===== config.mk =====
export PLATFORM = sky130hd
export DESIGN_NAME = text_renderer
export DESIGN_NICKNAME = d
export VERILOG_FILES = /design/src/rtl/text_renderer_pkg.sv /design/src/rtl/text_buffer.sv /design/src/rtl/text_renderer.sv
export SDC_FILE = /design/constraint.sdc
export NUM_CORES = 1
export LEC_CHECK = 0
export CELL_PAD_IN_SITES_DETAIL_PLACEMENT = 0
export CELL_PAD_IN_SITES_GLOBAL_PLACEMENT = 1
export CORE_ASPECT_RATIO = 0.7
export CORE_MARGIN = 1.5
export CORE_UTILIZATION = 50
export CTS_CLUSTER_SIZE = 12
export DETAILED_ROUTE_END_ITERATION = 8
export PLACE_DENSITY_LB_ADDON = 0.1
export SYNTH_ARGS = -nofsm -noshare
export SYNTH_HDL_FRONTEND = slang
export SYNTH_SLANG_ARGS = --single-unit

===== constraint.sdc =====
create_clock -name clock -period 6.8 [get_ports clock]
set_clock_uncertainty 0.1 [all_clocks]
set_input_delay 1.02 -clock clock [delete_from_list [all_inputs] [get_ports clock]]
set_output_delay 1.02 -clock clock [all_outputs]
set_load 0.05 [all_outputs]

===== src/rtl/text_renderer_pkg.sv =====
// Shared constants, types and helpers for the text renderer.
// Build option: TEXT_RENDERER_SKIP_SPACE_EN (spaces advance the pen without a handshake).
package text_renderer_pkg;

    localparam int CHAR_W      = 8;
    localparam int X_W         = 10;
    localparam int Y_W         = 9;
    localparam int SIZE_W      = 4;
    localparam int FONT_WIDTH  = 5;
    localparam int FONT_HEIGHT = 7;
    localparam int MAX_CHARS   = 32;
    localparam int SCREEN_W    = 640;
    localparam int SCREEN_H    = 480;

    localparam int ADDR_W = $clog2(MAX_CHARS);
    localparam int LEN_W  = ADDR_W + 1;

    localparam logic [CHAR_W-1:0] ASCII_NL = 8'h0A;
    localparam logic [CHAR_W-1:0] ASCII_SP = 8'h20;

    typedef enum logic [2:0] {
        S_IDLE,
        S_FETCH,
        S_DECIDE,
        S_SETUP,
        S_DRAW,
        S_RELEASE,
        S_NEXT,
        S_DONE
    } state_t;

    // Job parameters captured when a start is accepted.
    typedef struct packed {
        logic [LEN_W-1:0]  length;
        logic [X_W-1:0]    origin_x;
        logic [SIZE_W-1:0] size;
    } job_t;

    function automatic logic [X_W-1:0] scale_x(
        input logic [SIZE_W-1:0] s,
        input int unsigned       k
    );
        return X_W'(s) * X_W'(k);
    endfunction

    function automatic logic [Y_W-1:0] scale_y(
        input logic [SIZE_W-1:0] s,
        input int unsigned       k
    );
        return Y_W'(s) * Y_W'(k);
    endfunction

endpackage


===== src/rtl/text_buffer.sv =====
// String buffer: one write port, one registered read port.
// Read data holds its value until the next read enable.
module text_buffer
    import text_renderer_pkg::*;
(
    input  logic              clock,
    input  logic              reset_n,
    input  logic              wr_en,
    input  logic [ADDR_W-1:0] wr_addr,
    input  logic [CHAR_W-1:0] wr_data,
    input  logic              rd_en,
    input  logic [ADDR_W-1:0] rd_addr,
    output logic [CHAR_W-1:0] rd_data
);

    logic [CHAR_W-1:0] mem [MAX_CHARS];

    always_ff @(posedge clock) begin
        if (wr_en) begin
            mem[wr_addr] <= wr_data;
        end
    end

    always_ff @(posedge clock or negedge reset_n) begin
        if (!reset_n) begin
            rd_data <= '0;
        end else if (rd_en) begin
            rd_data <= mem[rd_addr];
        end
    end

endmodule


===== src/rtl/text_renderer.sv =====
// Walks the string buffer and drives the character renderer one glyph at a time.
// Build option: TEXT_RENDERER_SKIP_SPACE_EN (spaces advance the pen without a handshake).
module text_renderer
    import text_renderer_pkg::*;
(
    input  logic              clock,
    input  logic              reset_n,
    input  logic              wr_en,
    input  logic [ADDR_W-1:0] wr_addr,
    input  logic [CHAR_W-1:0] wr_data,
    input  logic              start,
    input  logic [LEN_W-1:0]  length,
    input  logic [X_W-1:0]    origin_x,
    input  logic [Y_W-1:0]    origin_y,
    input  logic [SIZE_W-1:0] size,
    output logic              busy,
    output logic              done,
    output logic              clipped,
    output logic [CHAR_W-1:0] char_code,
    output logic [X_W-1:0]    char_x,
    output logic [Y_W-1:0]    char_y,
    output logic [SIZE_W-1:0] char_size,
    output logic              char_enable,
    input  logic              char_finished
);

    localparam logic [X_W:0] EDGE_X = (X_W+1)'(SCREEN_W);
    localparam logic [Y_W:0] EDGE_Y = (Y_W+1)'(SCREEN_H);

    state_t            state;
    job_t              job;
    logic [X_W-1:0]    pen_x;
    logic [Y_W-1:0]    pen_y;
    logic [LEN_W-1:0]  index;
    logic [CHAR_W-1:0] rd_data;

    logic [X_W-1:0] advance;
    logic [X_W-1:0] glyph_w;
    logic [Y_W-1:0] line_step;
    logic [Y_W-1:0] glyph_h;
    logic           wrap_hit;
    logic           clip_hit;
    logic           is_nl;
    logic           is_skip;

    assign advance   = scale_x(job.size, FONT_WIDTH + 1);
    assign glyph_w   = scale_x(job.size, FONT_WIDTH);
    assign line_step = scale_y(job.size, FONT_HEIGHT + 1);
    assign glyph_h   = scale_y(job.size, FONT_HEIGHT);

    // One extra bit so the right/bottom edge tests never wrap.
    assign wrap_hit = ({1'b0, pen_x} + {1'b0, glyph_w}) > EDGE_X;
    assign clip_hit = ({1'b0, pen_y} + {1'b0, glyph_h}) > EDGE_Y;
    assign is_nl    = (rd_data == ASCII_NL);

`ifdef TEXT_RENDERER_SKIP_SPACE_EN
    assign is_skip = (rd_data == ASCII_SP);
`else
    assign is_skip = 1'b0;
`endif

    text_buffer u_buf (
        .clock   (clock),
        .reset_n (reset_n),
        .wr_en   (wr_en && !busy),
        .wr_addr (wr_addr),
        .wr_data (wr_data),
        .rd_en   (state == S_FETCH),
        .rd_addr (index[ADDR_W-1:0]),
        .rd_data (rd_data)
    );

    always_ff @(posedge clock or negedge reset_n) begin
        if (!reset_n) begin
            state       <= S_IDLE;
            job         <= '0;
            pen_x       <= '0;
            pen_y       <= '0;
            index       <= '0;
            busy        <= 1'b0;
            done        <= 1'b0;
            clipped     <= 1'b0;
            char_code   <= '0;
            char_x      <= '0;
            char_y      <= '0;
            char_size   <= '0;
            char_enable <= 1'b0;
        end else begin
            unique case (state)
                S_IDLE, S_DONE: begin
                    if (start) begin
                        job     <= '{length, origin_x, size};
                        pen_x   <= origin_x;
                        pen_y   <= origin_y;
                        index   <= '0;
                        clipped <= 1'b0;
                        if (length == '0 || size == '0) begin
                            state <= S_DONE;
                            busy  <= 1'b0;
                            done  <= 1'b1;
                        end else begin
                            state <= S_FETCH;
                            busy  <= 1'b1;
                            done  <= 1'b0;
                        end
                    end
                end
                S_FETCH: begin
                    state <= S_DECIDE;
                end
                S_DECIDE: begin
                    if (is_nl) begin
                        pen_x <= job.origin_x;
                        pen_y <= pen_y + line_step;
                        index <= index + 1'b1;
                        state <= S_NEXT;
                    end else if (wrap_hit) begin
                        // Same character is re-tested on the new line.
                        pen_x <= job.origin_x;
                        pen_y <= pen_y + line_step;
                    end else if (clip_hit) begin
                        clipped <= 1'b1;
                        busy    <= 1'b0;
                        done    <= 1'b1;
                        state   <= S_DONE;
                    end else if (is_skip) begin
                        pen_x <= pen_x + advance;
                        index <= index + 1'b1;
                        state <= S_NEXT;
                    end else begin
                        char_code <= rd_data;
                        char_x    <= pen_x;
                        char_y    <= pen_y;
                        char_size <= job.size;
                        state     <= S_SETUP;
                    end
                end
                S_SETUP: begin
                    char_enable <= 1'b1;
                    state       <= S_DRAW;
                end
                S_DRAW: begin
                    if (char_finished) begin
                        char_enable <= 1'b0;
                        pen_x       <= pen_x + advance;
                        index       <= index + 1'b1;
                        state       <= S_RELEASE;
                    end
                end
                S_RELEASE: begin
                    state <= S_NEXT;
                end
                S_NEXT: begin
                    if (index == job.length) begin
                        busy  <= 1'b0;
                        done  <= 1'b1;
                        state <= S_DONE;
                    end else begin
                        state <= S_FETCH;
                    end
                end
                default: begin
                    state <= S_IDLE;
                end
            endcase
        end
    end

endmodule


# == Word-level counts from Yosys, hierarchy flattened ==
# Memory sizes are Yosys's and may differ from the RTL's. A register that Yosys moved wholly into a read port is not among the register bits.
# Index checks and enable logic that the tools add are counted.
# word_totals
regBits,83
mem_count,1
inputBits,47
word_cells,109
out_inout_bits,35
ramBits,256
# mem_list
name,depth,word_bits,read_ports,rd_ports_with_merged_regs,write_ports,line,rtl
u_buf.mem,32,8,1,1,1,text_buffer.sv:16,logic [CHAR_W-1:0] mem [MAX_CHARS];
# classes
n_reduce_logical,21
multipliers,3
n_addsub,5
mux,41
n_eq_ne,18
order_cmp,2
n_bitwise,3
# ops
operator,n
10-bit 2-to-1 mux,4
10-bit one-hot mux with 3 select lines,1
9-bit 2-to-1 mux,3
3-bit 2-to-1 mux,7
3-bit one-hot mux with 7 select lines,1
6-bit 2-to-1 mux,3
6-bit one-hot mux with 3 select lines,1
9-bit one-hot mux with 2 select lines,1
1-bit 2-to-1 mux,16
4-bit by 3-bit multiplier with 7-bit output (second input constant),2
2-bit != test (second input constant),7
3-bit == test (second input constant),4
4-bit AND reduction,3
10-bit by 7-bit adder with 11-bit output,1
11-bit by 10-bit > comparator with 1-bit output (second input constant),1
10-bit by 7-bit adder with 10-bit output,1
9-bit by 7-bit adder with 10-bit output,1
10-bit by 9-bit > comparator with 1-bit output (second input constant),1
9-bit by 7-bit adder with 9-bit output,1
8-bit by 4-bit == test with 1-bit output (second input constant),1
6-bit by 1-bit adder with 6-bit output (second input constant),1
3-bit by 2-bit == test with 1-bit output (second input constant),2
6-bit == test,1
6-bit zero test,1
other kinds (18),28

# == Logic depth before layout (Yosys ltp) ==
# logic_depth
word_depth,7
depth_mapped,14
mapped_depth_nobuf,13

# == Hierarchy ==
# Synthesis repeated with hierarchy kept, for this count alone.
# unflattened
cells_unflattened,1150
hier_area_um2,15922.8
# modules_own_cells
mod,cells_per_inst,seq_area_each_um2,n_inst,area_per_inst_um2
text_buffer,591,7887.6,1,10421.2
text_renderer,559,2077.0,1,5501.5

# == Worst setup path before layout ==
# No wires, ideal clock.
# synth_path
path_kind,register -> register
startpoint,register job[1] (netlist name)
endpoint,register char_code[4]
n_path_buf,1
t_required_ps,6575
setup_time_ps,125
synth_period_minus_slack_ps,4143
t_arrival_ps,3918
slack_ps,2657
path_stages_with_launch,13
path_cell_list,dfrtp_1 fa_1 inv_1 fa_1 fa_1 or3b_2 nor3_1 a22oi_1 and4b_1 a21bo_2 nor3b_4 buf_6 mux2_2
# synth_via
elab_chain_cells,5
# synth_lines
item,line,rtl
start: declaration,text_renderer.sv:31,job_t job;
start signal: assignment,text_renderer.sv:92,"job <= '{length, origin_x, size};"
4-bit by 3-bit multiplier with 7-bit output (on tied branches),"text_renderer_pkg.sv:43, text_renderer_pkg.sv:50",
10-bit by 7-bit adder with 11-bit output or 9-bit by 7-bit adder with 10-bit output (tied branches),"text_renderer.sv:52, text_renderer.sv:53",
11-bit by 10-bit > comparator with 1-bit output or 10-bit by 9-bit > comparator with 1-bit output (tied branches),"text_renderer.sv:52, text_renderer.sv:53",
1-bit NOT (no line),n/a,
4-bit AND reduction (no line) *,n/a,
end signal: assignment,text_renderer.sv:131,char_code <= rd_data;
end: declaration,text_renderer.sv:19,"output logic [CHAR_W-1:0] char_code,"
# Every way passes the cells marked *; elsewhere a longest branch is shown, timed or not.
# A chain may end at the register's enable or synchronous reset.

# == Worst setup path after layout ==
# layout_path
startpoint,register job[2] (netlist name)
endpoint,register char_y[5]
# layout_via
elab_chain_cells,5
# layout_lines
item,line,rtl
4-bit by 3-bit multiplier with 7-bit output (on tied branches),"text_renderer_pkg.sv:43, text_renderer_pkg.sv:50",
10-bit by 7-bit adder with 11-bit output or 9-bit by 7-bit adder with 10-bit output (tied branches),"text_renderer.sv:52, text_renderer.sv:53",
11-bit by 10-bit > comparator with 1-bit output or 10-bit by 9-bit > comparator with 1-bit output (tied branches),"text_renderer.sv:52, text_renderer.sv:53",
1-bit NOT (no line),n/a,
4-bit AND reduction (no line) *,n/a,
end signal: assignment,text_renderer.sv:133,char_y <= pen_y;
end: declaration,text_renderer.sv:21,"output logic [Y_W-1:0] char_y,"
# Marks and branches as above.

==> summary.md <==
| Metric | Value |
|---|---|
| Clock latency on the worst-skew pair | `0.53 ns` |
| Crit path kind | `flop to flop` |
| Power Density | `491 nW/um^2` |
| Slowest CP cell | `nor3b_4` |
| F_max | `0.192 GHz` |
| CTS Hold Bufs | `0` |
| Crit path capture type | `flop` |
| Post-Route WL | `37000 um` |
| Synth Cell Area | `15600 um^2` |
| Clock tree sinks | `347` |
| Final Hold Violating Endpoints | `0` |
| Final setup fails | `0` |
| Final ANT Viol Nets | `0` |
| Placement Cell Area | `16800 um^2` |
| Layout cells sized above 1 | `19.6%` |
| Max-cap violation count | `0` |
| Htree depth | `2` |
| Die W | `214 um` |
| Fin crit share | `76.7%` |
| Root Driver | `clkbuf_16` |
| IO Port Bufs | `81` |
| Initial core utilization | `51.4%` |
| Wire per inst | `25.0 um` |
| Top fanout value on the critical path | `17` |
| Post-synth EDFFs | `256` |
| Critical path buffers and inverters | `3` |
| Syn_nets | `1063` |
| # placed instances | `1425` |
| Most common cell after layout, fill and taps aside | `edfxtp_1` |
| Grt ovf | `0` |
| Die area | `32300 um^2` |
| Worst slew pin tran | `1.33 ns` |
| Post-synth ARST share | `26.2%` |
| Post-CTS setup buffer count | `0` |
| TritonRoute pass-1 iters | `5` |
| Longest Clk Path Bufs | `3` |
| Initial antenna violation count | `1` |
| Hold Path Class | `input pin to async pin` |
| Clk slew on worst S/H paths | `0.06 ns` |
| CORE AREA | `30400 um^2` |
| Dpl ws | `1.58 ns` |
| Slowest Stage Delay on Critical Path | `0.89 ns` |
| FILL cells | `2395` |
| DP HPWL | `25100 um` |
| Setup_tns | `0 ns` |
| Post-synthesis instance total | `967` |
| Worst VDD drop | `0.335 mV` |
| TritonCTS Buffers | `36` |
| YS warnings | `0` |
| CP cell instances | `inv_1 > fa_1 > fa_1 > inv_1 > ha_1 > nand2_1 > o2111a_1 > or3_1 > and4b_1 > a21bo_2 > nor3b_4 > buf_12 > mux2_2` |
| Pin count of the biggest net entering global routing | `65` |
| Nets | `1147` |
| Rows | `53` |
| Top FF cell, synth | `edfxtp_1` |
| N_diodes | `0` |
| Post-cts gate resize count | `0` |
| Outcome | `finished, final reports clean` |
| Design Area, Final | `17900 um^2` |
| Commonest non-fill, non-tap cells in the layout | `edfxtp_1, dfrtp_1, mux4_2, clkdlybuf4s50_1, nor2_1` |
| Crit path max-delay family | `simple AND/OR/NAND/NOR gates` |
| Minimum clock period | `5.22 ns` |
| Tot Pwr | `8.77 mW` |
| Post-synthesis sequential area ratio | `63.8%` |
| Final Max Slew Viols | `0` |
| Final setup margin | `1.58 ns` |
| CTS tree | `yes` |
| CP Data Required Time | `7.11 ns` |
| RePlAce Congestion | `0.842` |
| IO Count | `82` |
| Syn avg cell area | `16.1 um^2` |
| Multi-input gate area | `5330 um^2` |
| Netlist cell types | `71` |
| Vias in the first global route | `8755` |
| DR vias | `8803` |
| Global-route wire length before repair | `55800 um` |
| 1st-iter DRT viols | `815` |
| Reg area | `9970 um^2` |
| Post-layout util | `58.8%` |
| CP Launch Type | `flop` |
| Static leakage | `6.19 nW` |
| Area growth syn-to-layout | `14.4%` |
| Die Y-Extent | `151 um` |
| Worst path arrival time | `5.53 ns` |
| Synthesized flop and latch total | `347` |
| Finished Layout Cells | `1481` |
| Vias/cell | `5.94` |
| Worst slew margin | `10.8%` |
| Gr usage total | `23.7%` |
| Fin Hold WS | `0.381 ns` |
| # DRC | `0` |
| Unrepaired setup endpoints after global routing | `no` |
==> worst paths after layout <==
kind,startpoint,end,slack [ns],depth (start not counted)
worst max-delay path,job[2],char_y[5],1.58,13
max in group asynchronous,reset_n,char_y[2],5.12,2
worst min register to register,char_y[2],char_y[2],0.40,1
min in group clock,char_y[2],char_y[2],0.40,1
worst min-delay path,reset_n,pen_x[6],0.38,1
worst max register to register,job[2],char_y[5],1.58,13
==> Yosys cell counts (4+ instances only) <==
master | count | share of area, %
edfxtp_1 | 256 | 49
dfrtp_1 | 91 | 15
mux4_2 | 80 | 12
nor2_1 | 73 | 1.8
mux2_2 | 60 | 4.3
ha_1 | 37 | 3.0
nand2_1 | 36 | 0.87
a21oi_1 | 33 | 1.1
inv_1 | 32 | 0.77
o21ai_0 | 29 | 0.93
clkbuf_1 | 22 | 0.53
buf_1 | 12 | 0.29
fa_1 | 12 | 1.5
mux2i_1 | 12 | 0.77
nand3_1 | 10 | 0.32
xor2_1 | 10 | 0.56
nor3_1 | 9 | 0.29
xnor2_1 | 8 | 0.45
a211oi_1 | 7 | 0.34
buf_2 | 7 | 0.22
nor2b_1 | 7 | 0.28
a21o_1 | 6 | 0.29
a221o_1 | 6 | 0.38
a31oi_1 | 6 | 0.24
nand2b_1 | 6 | 0.24
nor4_1 | 6 | 0.24
or3b_2 | 5 | 0.28
a221oi_1 | 4 | 0.22
a22oi_1 | 4 | 0.19
and2_1 | 4 | 0.16
nand4_1 | 4 | 0.16
nor3b_1 | 4 | 0.19
o22ai_1 | 4 | 0.16
or2_2 | 4 | 0.16
or3_1 | 4 | 0.16
==> worst reg2reg max path: cells and delay by family, from the launching register on <==
family / cells / cell delay, ns
AOI/OAI and AO/OA: 2 / 0.52
adders and majority gates: 3 / 1.42
buffers and inverters: 3 / 0.53
DFF: 1 / 0.59
muxes: 1 / 0.36
and+or+nand+nor: 4 / 1.60
==> flip-flops by register name (all words and copies together) (netlist names) <==
name           count
busy               1
char_code          8
char_enable        1
char_size          4
char_x            10
char_y             9
clipped            1
done               1
index              6
job               20
pen_x             10
pen_y              9
state              3
u_buf.mem        256
u_buf.rd_data      8
==> layout make-up <==
class | count | share of cell area [%]
Clock buffer | 48 | 5.54
Clock inverter | 8 | 0.266
Sequential cell | 347 | 55.8
Tap cell | 412 | 2.89
Inverter | 32 | 0.673
Multi-Input combinational cell | 544 | 29.8
Timing Repair Buffer | 90 | 4.98
==> power breakdown <==
part / internal, mW / total (mW) / switching (mW)
combinational: 1.76 / 4.03 / 2.27
sequential: 2.57 / 2.94 / 0.376
clock: 1.01 / 1.80 / 0.782
==> cell families after synthesis <==
group	synth area share [%]
fa+ha+maj	4.51
buf+inv	2.03
compound gates	5.75
mux	16.9
xor+xnor	1.01
simple gates	6.00
flops	63.8
==> layer usage <==
layer	wire length [um]	vias to the layer above	global-route usage, %	share of wire, %
met1	18400	4526	38.9	50
met3	3530	37	6.55	9.5
met2	14600	307	30.9	39
li1	-	3933	-	-
met4	441	0	4.68	1.2
met5	0	-	0	0
(Power assumes the default switching activity.)
